<file path="config.mk">
export PLATFORM = sky130hd
export DESIGN_NAME = mix_columns_stream
export DESIGN_NICKNAME = d
export VERILOG_FILES = /design/src/rtl/mix_columns_stream.sv
export SDC_FILE = /design/constraint.sdc
export NUM_CORES = 1
export LEC_CHECK = 0
export BUFFER_PORTS_ARGS = -buffer_cell sky130_fd_sc_hd__buf_4
export CORE_AREA = 2 2 121 123
export CTS_CLUSTER_DIAMETER = 30
export DETAILED_ROUTE_END_ITERATION = 6
export DIE_AREA = 0 0 123 125
export PLACE_DENSITY_LB_ADDON = 0.2
export SLEW_MARGIN = 20
export SYNTH_ARGS = -nofsm -noshare
export SYNTH_HDL_FRONTEND = slang
export SYNTH_SLANG_ARGS = --single-unit
</file>
<file path="constraint.sdc">
create_clock -name clock -period 6.2 [get_ports clock]
set_input_delay 0.62 -clock clock [delete_from_list [all_inputs] [get_ports clock]]
set_output_delay 0.62 -clock clock [all_outputs]
set_load 0.01 [all_outputs]
</file>
<file path="src/rtl/mix_columns_stream.sv">
// Streaming AES (Inv)MixColumns: gathers one 4-byte column from 1/2/4-byte beats,
// transforms it in the chosen direction and presents it through a one-deep output register.
module mix_columns_stream #(
  parameter int IN_BYTES = 1,
  parameter int NB       = 4
) (
  input  logic                  clock,
  input  logic                  reset,
  input  logic                  mode,
  input  logic                  in_valid,
  output logic                  in_ready,
  input  logic [8*IN_BYTES-1:0] in_data,
  output logic                  out_valid,
  input  logic                  out_ready,
  output logic [31:0]           out_col,
  output logic                  out_mode,
  output logic                  out_last
);

  localparam int BPC = 4 / IN_BYTES;
  localparam int W   = 8 * IN_BYTES;
  localparam int IW  = (NB > 1) ? $clog2(NB) : 1;

  generate
    if (!(IN_BYTES == 1 || IN_BYTES == 2 || IN_BYTES == 4)) begin : g_bad_in_bytes
      $error("mix_columns_stream: IN_BYTES must be 1, 2 or 4");
    end
    if (NB < 1 || NB > 8) begin : g_bad_nb
      $error("mix_columns_stream: NB must be in 1..8");
    end
  endgenerate

  typedef enum logic [0:0] {
    FILL = 1'b0,
    HOLD = 1'b1
  } state_t;

  function automatic logic [7:0] xtime(input logic [7:0] b);
    return {b[6:0], 1'b0} ^ (b[7] ? 8'h1b : 8'h00);
  endfunction

  function automatic logic [7:0] mul3(input logic [7:0] b);
    return xtime(b) ^ b;
  endfunction

  function automatic logic [7:0] mul9(input logic [7:0] b);
    return xtime(xtime(xtime(b))) ^ b;
  endfunction

  function automatic logic [7:0] mul11(input logic [7:0] b);
    return xtime(xtime(xtime(b))) ^ xtime(b) ^ b;
  endfunction

  function automatic logic [7:0] mul13(input logic [7:0] b);
    return xtime(xtime(xtime(b))) ^ xtime(xtime(b)) ^ b;
  endfunction

  function automatic logic [7:0] mul14(input logic [7:0] b);
    return xtime(xtime(xtime(b))) ^ xtime(xtime(b)) ^ xtime(b);
  endfunction

  // Row i lives in bits [31-8i -: 8]; the 2-bit row index wraps mod 4 for free.
  function automatic logic [31:0] mix_col(input logic [31:0] a, input logic inv);
    logic [7:0]  r [4];
    logic [31:0] res;
    logic [1:0]  j;
    res = 32'h0000_0000;
    for (int i = 0; i < 4; i++) begin
      r[i] = a[31-8*i -: 8];
    end
    for (int i = 0; i < 4; i++) begin
      j = 2'(i);
      if (inv) begin
        res[31-8*i -: 8] = mul14(r[j]) ^ mul11(r[j+2'd1]) ^ mul13(r[j+2'd2]) ^ mul9(r[j+2'd3]);
      end else begin
        res[31-8*i -: 8] = xtime(r[j]) ^ mul3(r[j+2'd1]) ^ r[j+2'd2] ^ r[j+2'd3];
      end
    end
    return res;
  endfunction

  state_t        state_r;
  state_t        state_next_s;
  logic [1:0]    beat_r;
  logic [31:0]   buf_r;
  logic          mode_r;
  logic [IW-1:0] idx_r;

  logic          accept_s;
  logic          last_beat_s;
  logic          out_free_s;
  logic          load_s;
  logic [31:0]   lane_mask_s;
  logic [31:0]   lane_data_s;
  logic [31:0]   col_s;
  logic          col_mode_s;
  logic [31:0]   result_s;

  assign accept_s    = in_valid && in_ready;
  assign last_beat_s = (beat_r == 2'(BPC - 1));
  assign out_free_s  = !out_valid || out_ready;

  // State register
  always_ff @(posedge clock) begin
    if (reset) begin
      state_r <= FILL;
    end else begin
      state_r <= state_next_s;
    end
  end

  // Next-state logic
  always_comb begin
    state_next_s = state_r;
    case (state_r)
      FILL: begin
        if (accept_s && last_beat_s && !out_free_s) begin
          state_next_s = HOLD;
        end else begin
          state_next_s = FILL;
        end
      end
      HOLD: begin
        if (out_free_s) begin
          state_next_s = FILL;
        end else begin
          state_next_s = HOLD;
        end
      end
      default: state_next_s = FILL;
    endcase
  end

  // FSM outputs: HOLD refuses input, including on the cycle it drains.
  always_comb begin
    in_ready = 1'b0;
    load_s   = 1'b0;
    case (state_r)
      FILL: begin
        in_ready = 1'b1;
        load_s   = accept_s && last_beat_s && out_free_s;
      end
      HOLD: begin
        in_ready = 1'b0;
        load_s   = out_free_s;
      end
      default: begin
        in_ready = 1'b0;
        load_s   = 1'b0;
      end
    endcase
  end

  // Merge the incoming beat so the final beat can be transformed the same cycle.
  always_comb begin
    lane_mask_s = (~(32'hFFFF_FFFF >> W)) >> (W * int'(beat_r));
    lane_data_s = (32'(in_data) << (32 - W)) >> (W * int'(beat_r));
    if (accept_s) begin
      col_s = (buf_r & ~lane_mask_s) | (lane_data_s & lane_mask_s);
    end else begin
      col_s = buf_r;
    end
    if (accept_s && (beat_r == 2'd0)) begin
      col_mode_s = mode;
    end else begin
      col_mode_s = mode_r;
    end
    result_s = mix_col(col_s, col_mode_s);
  end

  // Accumulation buffer, beat counter and per-column mode
  always_ff @(posedge clock) begin
    if (reset) begin
      beat_r <= 2'd0;
      buf_r  <= 32'h0000_0000;
      mode_r <= 1'b0;
    end else if (accept_s) begin
      beat_r <= last_beat_s ? 2'd0 : beat_r + 2'd1;
      buf_r  <= col_s;
      mode_r <= col_mode_s;
    end
  end

  // Output register and column index; a load overrides the handshake clear.
  always_ff @(posedge clock) begin
    if (reset) begin
      out_valid <= 1'b0;
      out_col   <= 32'h0000_0000;
      out_mode  <= 1'b0;
      out_last  <= 1'b0;
      idx_r     <= {IW{1'b0}};
    end else if (load_s) begin
      out_valid <= 1'b1;
      out_col   <= result_s;
      out_mode  <= col_mode_s;
      out_last  <= (idx_r == IW'(NB - 1));
      idx_r     <= (idx_r == IW'(NB - 1)) ? {IW{1'b0}} : idx_r + IW'(1);
    end else if (out_ready) begin
      out_valid <= 1'b0;
    end
  end

endmodule

</file>
==> impl_metrics.ini <==
[sta]
relSlewSlack_pct = 26.9
min_period_ns = 3.91
setup_tns_ns = 0
hold_viol = 0
fin_crit_sh_pct = 63.0
clock_skew_ns = 0.0109
tightest_slew_ns = 1.07
clock.fmax_mhz = 256
drv_slew = 0
rsz0062_at_grt = no
setup_viol = 0

[run]
drv_cap = 0

[critical_path]
end_kind = register
critPathSlowestCell = dfxtp_2
cpPeakStageDelay_ns = 0.71
path_cells = ha_1, and3b_1, mux2i_4, xnor2_4, xnor3_1, xor3_1, o21ai_2, xnor2_1, a211oi_1
critPathKind = register to register
crit_fanout = 38
arrival_ns = 4.16
crit_required_ns = 6.45
cp-start-kind = register

[grt]
grt_pass1_vias = 4240
grt_pass1_wl_mm = 24.4
grt_max_degree = 71
antenna_found_initial = 0
grt_overflow = 0
grtUsageTotal_pct = 21.1

[floorplanning]
dieArea_mm2 = 0.0154
fp.dieW_um = 123
ioPinCount = 49
row_count = 44
dieHeight_um = 125
start_util_pct = 40.8
core_area_mm2 = 0.0142

[synth]
yosysSeqAreaShare_pct = 25.2
yosysUniqueCellTypes = 56
synth_fp_nets = 646
post-synth-top-count-cell = xnor2_1
synth_ff_type = dfxtp_1
ys.warnings.count = 0
syn_area_mm2 = 0.00579
syn_area_per_cell_um2 = 9.22
synth_edf_count = 0
synth_top_area_share_pct = 25.2
synth-seq-cells = 73
synth_top_cell_by_area = dfxtp_1
synth_cells = 628
netlist_top_cells_count = 130 x xnor2_1, 73 x dfxtp_1, 70 x nor2_1
synthTopCellsByArea = dfxtp_1 25%, xnor2_1 20%, xor2_1 7.1%
async_flop_share_pct = 0

[hold_path]
hold_class = register to register

[power_and_ir_drop]
p_leak_uw = 0.00273
power_frac_seq_pct = 34.2
finalPower_uw = 1440
comb_power_share_pct = 30.0
power.share.clock_pct = 35.8
p_switching_uw = 443
powerDensity_mw_per_mm2 = 220
p_int_uw = 993
ir_drop_v = 0.000149
power.share.switching_pct = 30.9

[detailed_routing]
via_per_inst = 5.28
ant_nets = 0
firstDrtPassIters = 5
drcViolationCount = 0
first_iter_violations = 422
num_vias = 4447
finalWirelength_mm = 15.8
drt-wirelength-per-cell_um = 18.7

[cts]
postCtsSetupBuffers = 0
cts.clk_slew.worst_paths_ns = 0.06
htree_levels = 3
cts_buffers = 9
root_buffer = clkbuf_16
clkLatencyLatePin_ns = 0.35
hold_buffers = 0
cts.sinks = 73
cts_tree = yes
cts_resized = 0
clockBufferDepth = 2

[final_layout]
area_delta_synth_final_pct = 12.9
seqCellArea_mm2 = 0.00146
drive_gt1_share_pct = 14.4
diodes = 0
final_util_pct = 46.0
multi_input_area_mm2 = 0.00416
fill_cells = 1401
nNetsFinal = 672

[outcome]
status = completed

[place]
port_buffers = 48
globalplace.congestion = 0.930
dp.final_hpwl_mm = 11.9
## cell usage in the layout (no fill, tap or decap), types with 17 or more instances in the layout
master	synthesis	routed
xor2_1	47	47
a21oi_1	42	42
nor2_1	70	70
nor3_1	17	17
dfxtp_1	73	71
xnor3_1	18	18
buf_4	1	51
mux2i_1	20	19
xnor2_1	130	130
nand2_1	32	32
## final timing paths
check,startpoint,to,slack [ns],depth (start not counted)
worst max-delay path,beat_r[1],out_col[1],2.29,9
worst min-delay path,out_col[15],out_col[15],0.45,2
worst max register to register,beat_r[1],out_col[1],2.29,9
worst min register to register,out_col[15],out_col[15],0.45,2
## cell families after synthesis
| logic type | count (synthesis) | synth area share [%] |
|---|---|---|
| AOI/OAI and AO/OA | 86 | 8.86 |
| DFF | 73 | 25.2 |
| buffers and inverters | 39 | 3.09 |
| muxes | 31 | 6.74 |
| xor gates and xnor gates | 207 | 38.1 |
| adders and majority gates | 5 | 1.08 |
| and+or+nand+nor | 187 | 16.9 |
## cell type report
| type | instances | area share (%) |
|---|---|---|
| timing repair buffer | 51 | 5.86 |
| inverter | 3 | 0.172 |
| sequential | 73 | 22.4 |
| multi-input combinational | 516 | 63.6 |
| clock inverter | 2 | 0.153 |
| tap | 184 | 3.52 |
| clock buffer | 14 | 4.34 |
## metal layers
metal  global-route usage [%]  vias to the layer above  part of all wire, %
li1                         -                     2174                    -
met1                     29.8                     2098                   47
met2                     32.0                      150                   45
met3                     5.06                       25                  6.3
met4                     5.82                        0                  1.5
met5                        0                        -                    0
## state kept, by name, summed over array words and instances (netlist names)
signal / count
out_col: 32
out_mode: 1
mode_r: 1
buf_r: 32
out_last: 1
idx_r: 2
out_valid: 1
beat_r: 2
state_r: 1
## power by group through the flow
stage	clock network [µW]	logic [µW]	registers, µW
3_5_place_dp	0	426	501
5_1_grt	547	460	493
4_1_cts	526	428	491
2_1_floorplan	0	349	494
3_3_place_gp	0	424	500
6_report	514	430	491
## metrics by stage
stage               std cells  setup slack [ns]  cell area (µm²)  hold WS (ns)
global placement          827              2.06             6240         0.441
detailed placement        827              1.91             6240         0.448
global route              843              2.07             6540         0.472
CTS                       843              1.89             6540         0.455
floorplan                 628              2.71             5790         0.440
finish                    843              2.29             6540         0.453
## worst max-delay path: cells and delay by family, from the launching register on
family / cells / cell delay, ns
AND/OR/NAND/NOR: 1 / 0.65
AO/OA/AOI/OAI: 2 / 0.37
multiplexers: 1 / 0.54
adder cells (fa/ha/maj): 1 / 0.27
flip-flops: 1 / 0.71
XOR/XNOR: 4 / 1.26
(Power assumes the default switching activity.)
